`config.mk`:
```
export PLATFORM = sky130hd
export DESIGN_NAME = alu_ctrl_mc
export DESIGN_NICKNAME = d
export VERILOG_FILES = /design/src/rtl/alu_ctrl_mc.sv
export SDC_FILE = /design/constraint.sdc
export NUM_CORES = 1
export LEC_CHECK = 0
export CAP_MARGIN = 5
export CORE_AREA = 4 4 52 54
export CTS_BUF_LIST = sky130_fd_sc_hd__clkbuf_8
export DETAILED_ROUTE_END_ITERATION = 8
export DIE_AREA = 0 0 56 58
export DONT_BUFFER_PORTS = 1
export PLACE_DENSITY = 0.48
export RECOVER_POWER = 25
export SLEW_MARGIN = 20
export SYNTH_ARGS = -nofsm -noshare
export SYNTH_HDL_FRONTEND = slang
export SYNTH_SLANG_ARGS = --single-unit
```
`constraint.sdc`:
```
create_clock -name clk_i -period 2.25 [get_ports clk_i]
set_input_delay 0.45 -clock clk_i [delete_from_list [all_inputs] [get_ports clk_i]]
set_output_delay 0.45 -clock clk_i [all_outputs]
set_load 0.03 [all_outputs]
```
`src/rtl/alu_ctrl_mc.sv`:
```
// Registered ALU control for the ID/EX boundary: decodes ALUOp/funct and sequences multi-cycle MULT/DIV.
// Define ALU_CTRL_DIV_EN to decode DIV (funct 011010) as a DIV_LAT-cycle op; otherwise it is flagged illegal.
module alu_ctrl_mc #(
  parameter int CTRL_W  = 4,
  parameter int MUL_LAT = 4,
  parameter int DIV_LAT = 8
) (
  input  logic              clk_i,
  input  logic              rst_i,
  input  logic              valid_i,
  input  logic              flush_i,
  input  logic [5:0]        funct_i,
  input  logic [2:0]        ALUOp_i,
  output logic [CTRL_W-1:0] ALUCtrl_o,
  output logic              valid_o,
  output logic              stall_o,
  output logic              done_o,
  output logic              illegal_o
);

  typedef enum logic [1:0] {
    S_IDLE  = 2'd0,
    S_EXEC  = 2'd1,
    S_MULTI = 2'd2
  } state_t;

  typedef struct packed {
    logic [3:0] code;
    logic       illegal;
  } dec_t;

  localparam logic [3:0] CODE_ADD = 4'b0010;
  localparam logic [3:0] CODE_SUB = 4'b0110;
  localparam logic [3:0] CODE_AND = 4'b0000;
  localparam logic [3:0] CODE_OR  = 4'b0001;
  localparam logic [3:0] CODE_SLT = 4'b0111;
  localparam logic [3:0] CODE_MUL = 4'b1000;
  localparam logic [3:0] CODE_DIV = 4'b1001;

  // Counter preload is L-1: number of stall cycles before the final EX cycle.
  localparam logic [3:0] MUL_CNT = 4'(MUL_LAT - 1);
  localparam logic [3:0] DIV_CNT = 4'(DIV_LAT - 1);

  state_t     state_q, state_d;
  logic [3:0] cnt_q, cnt_d;
  logic [3:0] ctrl_q, ctrl_d;
  logic       illegal_q, illegal_d;
  dec_t       dec;
  logic       accept;

  function automatic dec_t decode(input logic [2:0] op, input logic [5:0] funct);
    dec_t d;
    d.code    = CODE_AND;
    d.illegal = 1'b0;
    case (op)
      3'b000, 3'b100: d.code = CODE_ADD;
      3'b001:         d.code = CODE_SUB;
      3'b011:         d.code = CODE_SLT;
      3'b010: begin
        case (funct)
          6'b100000: d.code = CODE_ADD;
          6'b100010: d.code = CODE_SUB;
          6'b100100: d.code = CODE_AND;
          6'b100101: d.code = CODE_OR;
          6'b101010: d.code = CODE_SLT;
          6'b011000: d.code = CODE_MUL;
`ifdef ALU_CTRL_DIV_EN
          6'b011010: d.code = CODE_DIV;
`endif
          default:   d.illegal = 1'b1;
        endcase
      end
      default: d.illegal = 1'b1;
    endcase
    return d;
  endfunction

  // DIV code only ever comes out of decode when the divider is enabled.
  function automatic logic [3:0] cnt_load(input dec_t d);
    logic [3:0] c;
    c = 4'd0;
    if (!d.illegal) begin
      case (d.code)
        CODE_MUL: c = MUL_CNT;
        CODE_DIV: c = DIV_CNT;
        default:  c = 4'd0;
      endcase
    end
    return c;
  endfunction

  assign dec    = decode(ALUOp_i, funct_i);
  assign accept = valid_i && !stall_o && !flush_i;

  always_comb begin
    // NOTE: every comb output gets a default first so no path leaves it unassigned (no latch).
    state_d   = state_q;
    cnt_d     = cnt_q;
    ctrl_d    = ctrl_q;
    illegal_d = illegal_q;

    if (flush_i) begin
      state_d = S_IDLE;
      cnt_d   = 4'd0;
    end else if (accept) begin
      ctrl_d    = dec.code;
      illegal_d = dec.illegal;
      cnt_d     = cnt_load(dec);
      state_d   = (cnt_load(dec) != 4'd0) ? S_MULTI : S_EXEC;
    end else if (state_q == S_MULTI) begin
      // MULTI always holds cnt_q >= 1, so this never wraps.
      cnt_d = cnt_q - 4'd1;
      if (cnt_q == 4'd1) state_d = S_EXEC;
    end else begin
      state_d = S_IDLE;
    end
  end

  always_ff @(posedge clk_i or posedge rst_i) begin
    if (rst_i) begin
      state_q   <= S_IDLE;
      cnt_q     <= 4'd0;
      ctrl_q    <= 4'd0;
      illegal_q <= 1'b0;
    end else begin
      // NOTE: sequential state uses non-blocking assignments so all registers update together.
      state_q   <= state_d;
      cnt_q     <= cnt_d;
      ctrl_q    <= ctrl_d;
      illegal_q <= illegal_d;
    end
  end

  assign ALUCtrl_o = CTRL_W'(ctrl_q);
  assign illegal_o = illegal_q;
  assign valid_o   = (state_q != S_IDLE);
  assign stall_o   = (state_q == S_MULTI);
  assign done_o    = (state_q == S_EXEC);

endmodule
```
==> flow_metrics.env <==
export IMPL_worst_min_delay_path_class="primary input to asynchronous set/reset pin"
export IMPL_dieWidth_um=56
export IMPL_slew_viol_final=0
export IMPL_antennaDiodeCount=0
export IMPL_synth_top_family_by_area="simple AND/OR/NAND/NOR gates"
export IMPL_syn_area_per_cell_um2=9.24
export IMPL_dp_worst_setup_slack_ns=0.339
export IMPL_routed_via_count=525
export IMPL_final_cell_count_no_fill=101
export IMPL_final_min_period_over_clock_period_pct=85.2
export IMPL_drt_antenna_violating_nets=0
export IMPL_setup_worst_path_class="flop to flop"
export IMPL_seq_area_frac_synth_pct=42.6
export IMPL_gpl_final_weighted_congestion=0.693
export IMPL_cap_violations=0
export IMPL_stdcell_area_um2=717
export IMPL_timing_final_hold_violations=0
export IMPL_status="completed"
export IMPL_routed_wire_length_per_instance_um=14.2
export IMPL_cp_data_required_time_ns=2.37
export IMPL_cts_sinks=11
export IMPL_die_y_um=58
export IMPL_grt_use_total_pct=9.43
export IMPL_coreArea_mm2=0.00221
export IMPL_final_layout_size_suffix_gt1_share_pct=15.1
export IMPL_mappedNetlistArea_um2=647
export IMPL_post_dp_cell_area_um2=671
export IMPL_peakVddDrop_mv=0.266
export IMPL_postCtsSetupRepairBufs=0
export IMPL_setup_worst_path_start_class="flop"
export IMPL_total_clock_buffers_created_by_cts=3
export IMPL_synth_warning_count=0
export IMPL_rsz0062_at_grt="false"
export IMPL_max_buffers_root_to_sink=2
export IMPL_timing_final_ws_setup_ns=0.333
export IMPL_synth_compound_area_share_pct=18.6
export IMPL_yosys_cell_types_count=32
export IMPL_number_of_core_rows=17
export IMPL_wire_length_of_the_first_global_routing_pass_mm=2.33
export IMPL_max_slew_margin_rel_pct=61.4
export IMPL_cts_resized=0
export IMPL_grt_antenna_before_repair=0
export IMPL_yosys_mux_area_fraction_pct=3.29
export IMPL_tritoncts_clock_tree="done"
export IMPL_vias_per_cell=5.20
export IMPL_floorplan_io_pins=21
export IMPL_clk_root_buffer_cell="clkbuf_8"
export IMPL_yosys_register_bits=11
export IMPL_synth_nets=85
export IMPL_detail_route_iter0_violations=10
export IMPL_globalRoute_totalOverflow=0
export IMPL_power_static_leakage_nw=0.322
export IMPL_synth_simple_gate_area_share_pct=24.8
export IMPL_design_die_area_mm2=0.00325
export IMPL_drcViolationCount=0
export IMPL_setup_violations=0
export IMPL_dp_cells=97
export IMPL_max_freq_mhz=522
export IMPL_io_buffer_count=0
export IMPL_worst_setup_path_end_kind="flop"
export IMPL_finalClockSkew_ns=0.0101
export IMPL_postSynthCellCount=70
export IMPL_yosys_area_share_adder_pct=3.87
export IMPL_synth_xor_area_share_pct=1.35
export IMPL_cts_htree_levels=1
export IMPL_total_negative_setup_slack_ns=0
export IMPL_critPathArrivalTime_ns=2.04
export IMPL_grt_pass1_vias=507
export IMPL_worstPathMaxFanout=9
export IMPL_worst_skew_pair_late_latency_ns=0.24
export IMPL_drt_total_wl_mm=1.44
export IMPL_cellPowerDensity_mw_per_mm2=653
export IMPL_clk_pin_slew_worst_paths_ns=0.05
export IMPL_drtPass1Iterations=4
export IMPL_final_core_utilization_pct=32.4
export IMPL_detailedPlacementHpwl_mm=1.11
export IMPL_max_slew_worst_pin_slew_ns=0.577
export IMPL_period_minus_slack_ns=1.92
export IMPL_areaGrowthSynthToFinish_pct=10.8
export IMPL_initial_core_util_pct=29.2
export IMPL_finalNetCount=89
export IMPL_grt_start_max_net_pins=12
export IMPL_holdBufCountCts=0
## area by class of cell
type                    count  area, um2
clock buffers               3       41.3
clock inverters             1       5.00
fillers                   236       1500
inverters                   6       25.0
multi-input cells          52        335
flip-flops and latches     11        275
well taps                  28       35.0
## synthesized netlist by cell type
cell type / instances / area, um2
nand3_1: 1 / 5.00
nor2_1: 5 / 18.8
nor2b_1: 2 / 12.5
inv_1: 5 / 18.8
o21ai_0: 2 / 10.0
nand2b_1: 2 / 12.5
nor3_1: 1 / 5.00
mux2i_1: 1 / 10.0
nor4_1: 1 / 6.26
ha_1: 2 / 25.0
mux2_2: 1 / 11.3
a41oi_1: 1 / 8.76
o31ai_1: 3 / 22.5
o21ai_1: 2 / 10.0
or2_2: 1 / 6.26
or3_1: 1 / 6.26
inv_4: 1 / 6.26
nand4_1: 1 / 6.26
dfrtp_1: 11 / 275
a21oi_1: 5 / 25.0
nor4bb_1: 1 / 10.0
a31o_2: 1 / 8.76
or4_4: 1 / 11.3
nand2_1: 8 / 30.0
buf_6: 1 / 11.3
nor3b_1: 1 / 7.51
o21bai_1: 1 / 7.51
a2bb2oi_1: 1 / 8.76
and2_4: 1 / 8.76
a31oi_1: 3 / 18.8
nand2b_4: 1 / 13.8
xor2_1: 1 / 8.76
## cell families after synthesis
group | count (synthesis)
AO/OA/AOI/OAI | 19
XOR/XNOR | 1
adder cells (fa/ha/maj) | 2
buffers and inverters | 7
flip-flops | 11
multiplexers | 2
AND/OR/NAND/NOR | 28
## layout by cell type (no fill, tap or decap)
master and instances:
nand2_1 8, or2_2 1, o21bai_1 1, nor3b_1 1, nand2b_1 2, or4_4 1, clkinv_2 1, nor4_1 1
o21ai_0 2, nand4_1 1, a31o_2 1, ha_1 2, xor2_1 1, a31oi_1 3, a2bb2oi_1 1, inv_4 1
nor2b_1 2, a21oi_1 5, nor4bb_1 1, o31ai_1 3, clkbuf_8 3, nor3_1 1, nor2_1 5, a41oi_1 1
and2_4 1, o21ai_1 2, inv_1 5, nand3_1 1, or3_1 1, mux2_2 1, nand2b_4 1, dfrtp_1 11
mux2i_1 1
## metal layers
metal  wire [um]  global-route usage, %
met5           0                      0
met4          14                   5.08
met3         155                   5.57
met2         677                   15.0
met1         587                   9.80
## worst max-delay path, cell delays in order, from the launching register on
cell and delay, ns:
dfrtp_1 0.41, nand2b_4 0.13, inv_4 0.09, or3_1 0.46, or4_4 0.57, and2_4 0.16
## flip-flops by register name, summed over array words and instances (netlist names)
register   cells
cnt_q          4
state_q        2
illegal_o      1
ALUCtrl_o      4
## worst paths after layout
check / startpoint / endpoint / slack, ns / depth (start not counted)
worst max-delay path: state_q[1] / state_q[0] / 0.33 / 5
worst min-delay path: rst_i / ALUCtrl_o[0] / 0.09 / 1
worst max register to register: state_q[1] / state_q[0] / 0.33 / 5
worst min register to register: cnt_q[3] / cnt_q[3] / 0.57 / 2
max in group asynchronous: rst_i / state_q[0] / 1.85 / 1
min in group clk_i: flush_i / cnt_q[3] / 0.27 / 1
## where the power goes
part           internal [mW]  total (mW)  switching [mW]
Sequential             0.208       0.232          0.0247
Clock                  0.122       0.196          0.0747
Combinational         0.0162      0.0396          0.0234
Total                  0.345       0.468           0.123
## stage by stage
stage	hold slack, ns	total power [mW]
finish	0.0909	0.468
global route	0.114	0.493
detailed placement	0.361	0.275
CTS	0.0941	0.477
global placement	0.358	0.274
floorplan	0.302	0.269
No activity file was read; power rests on OpenSTA's default activity.
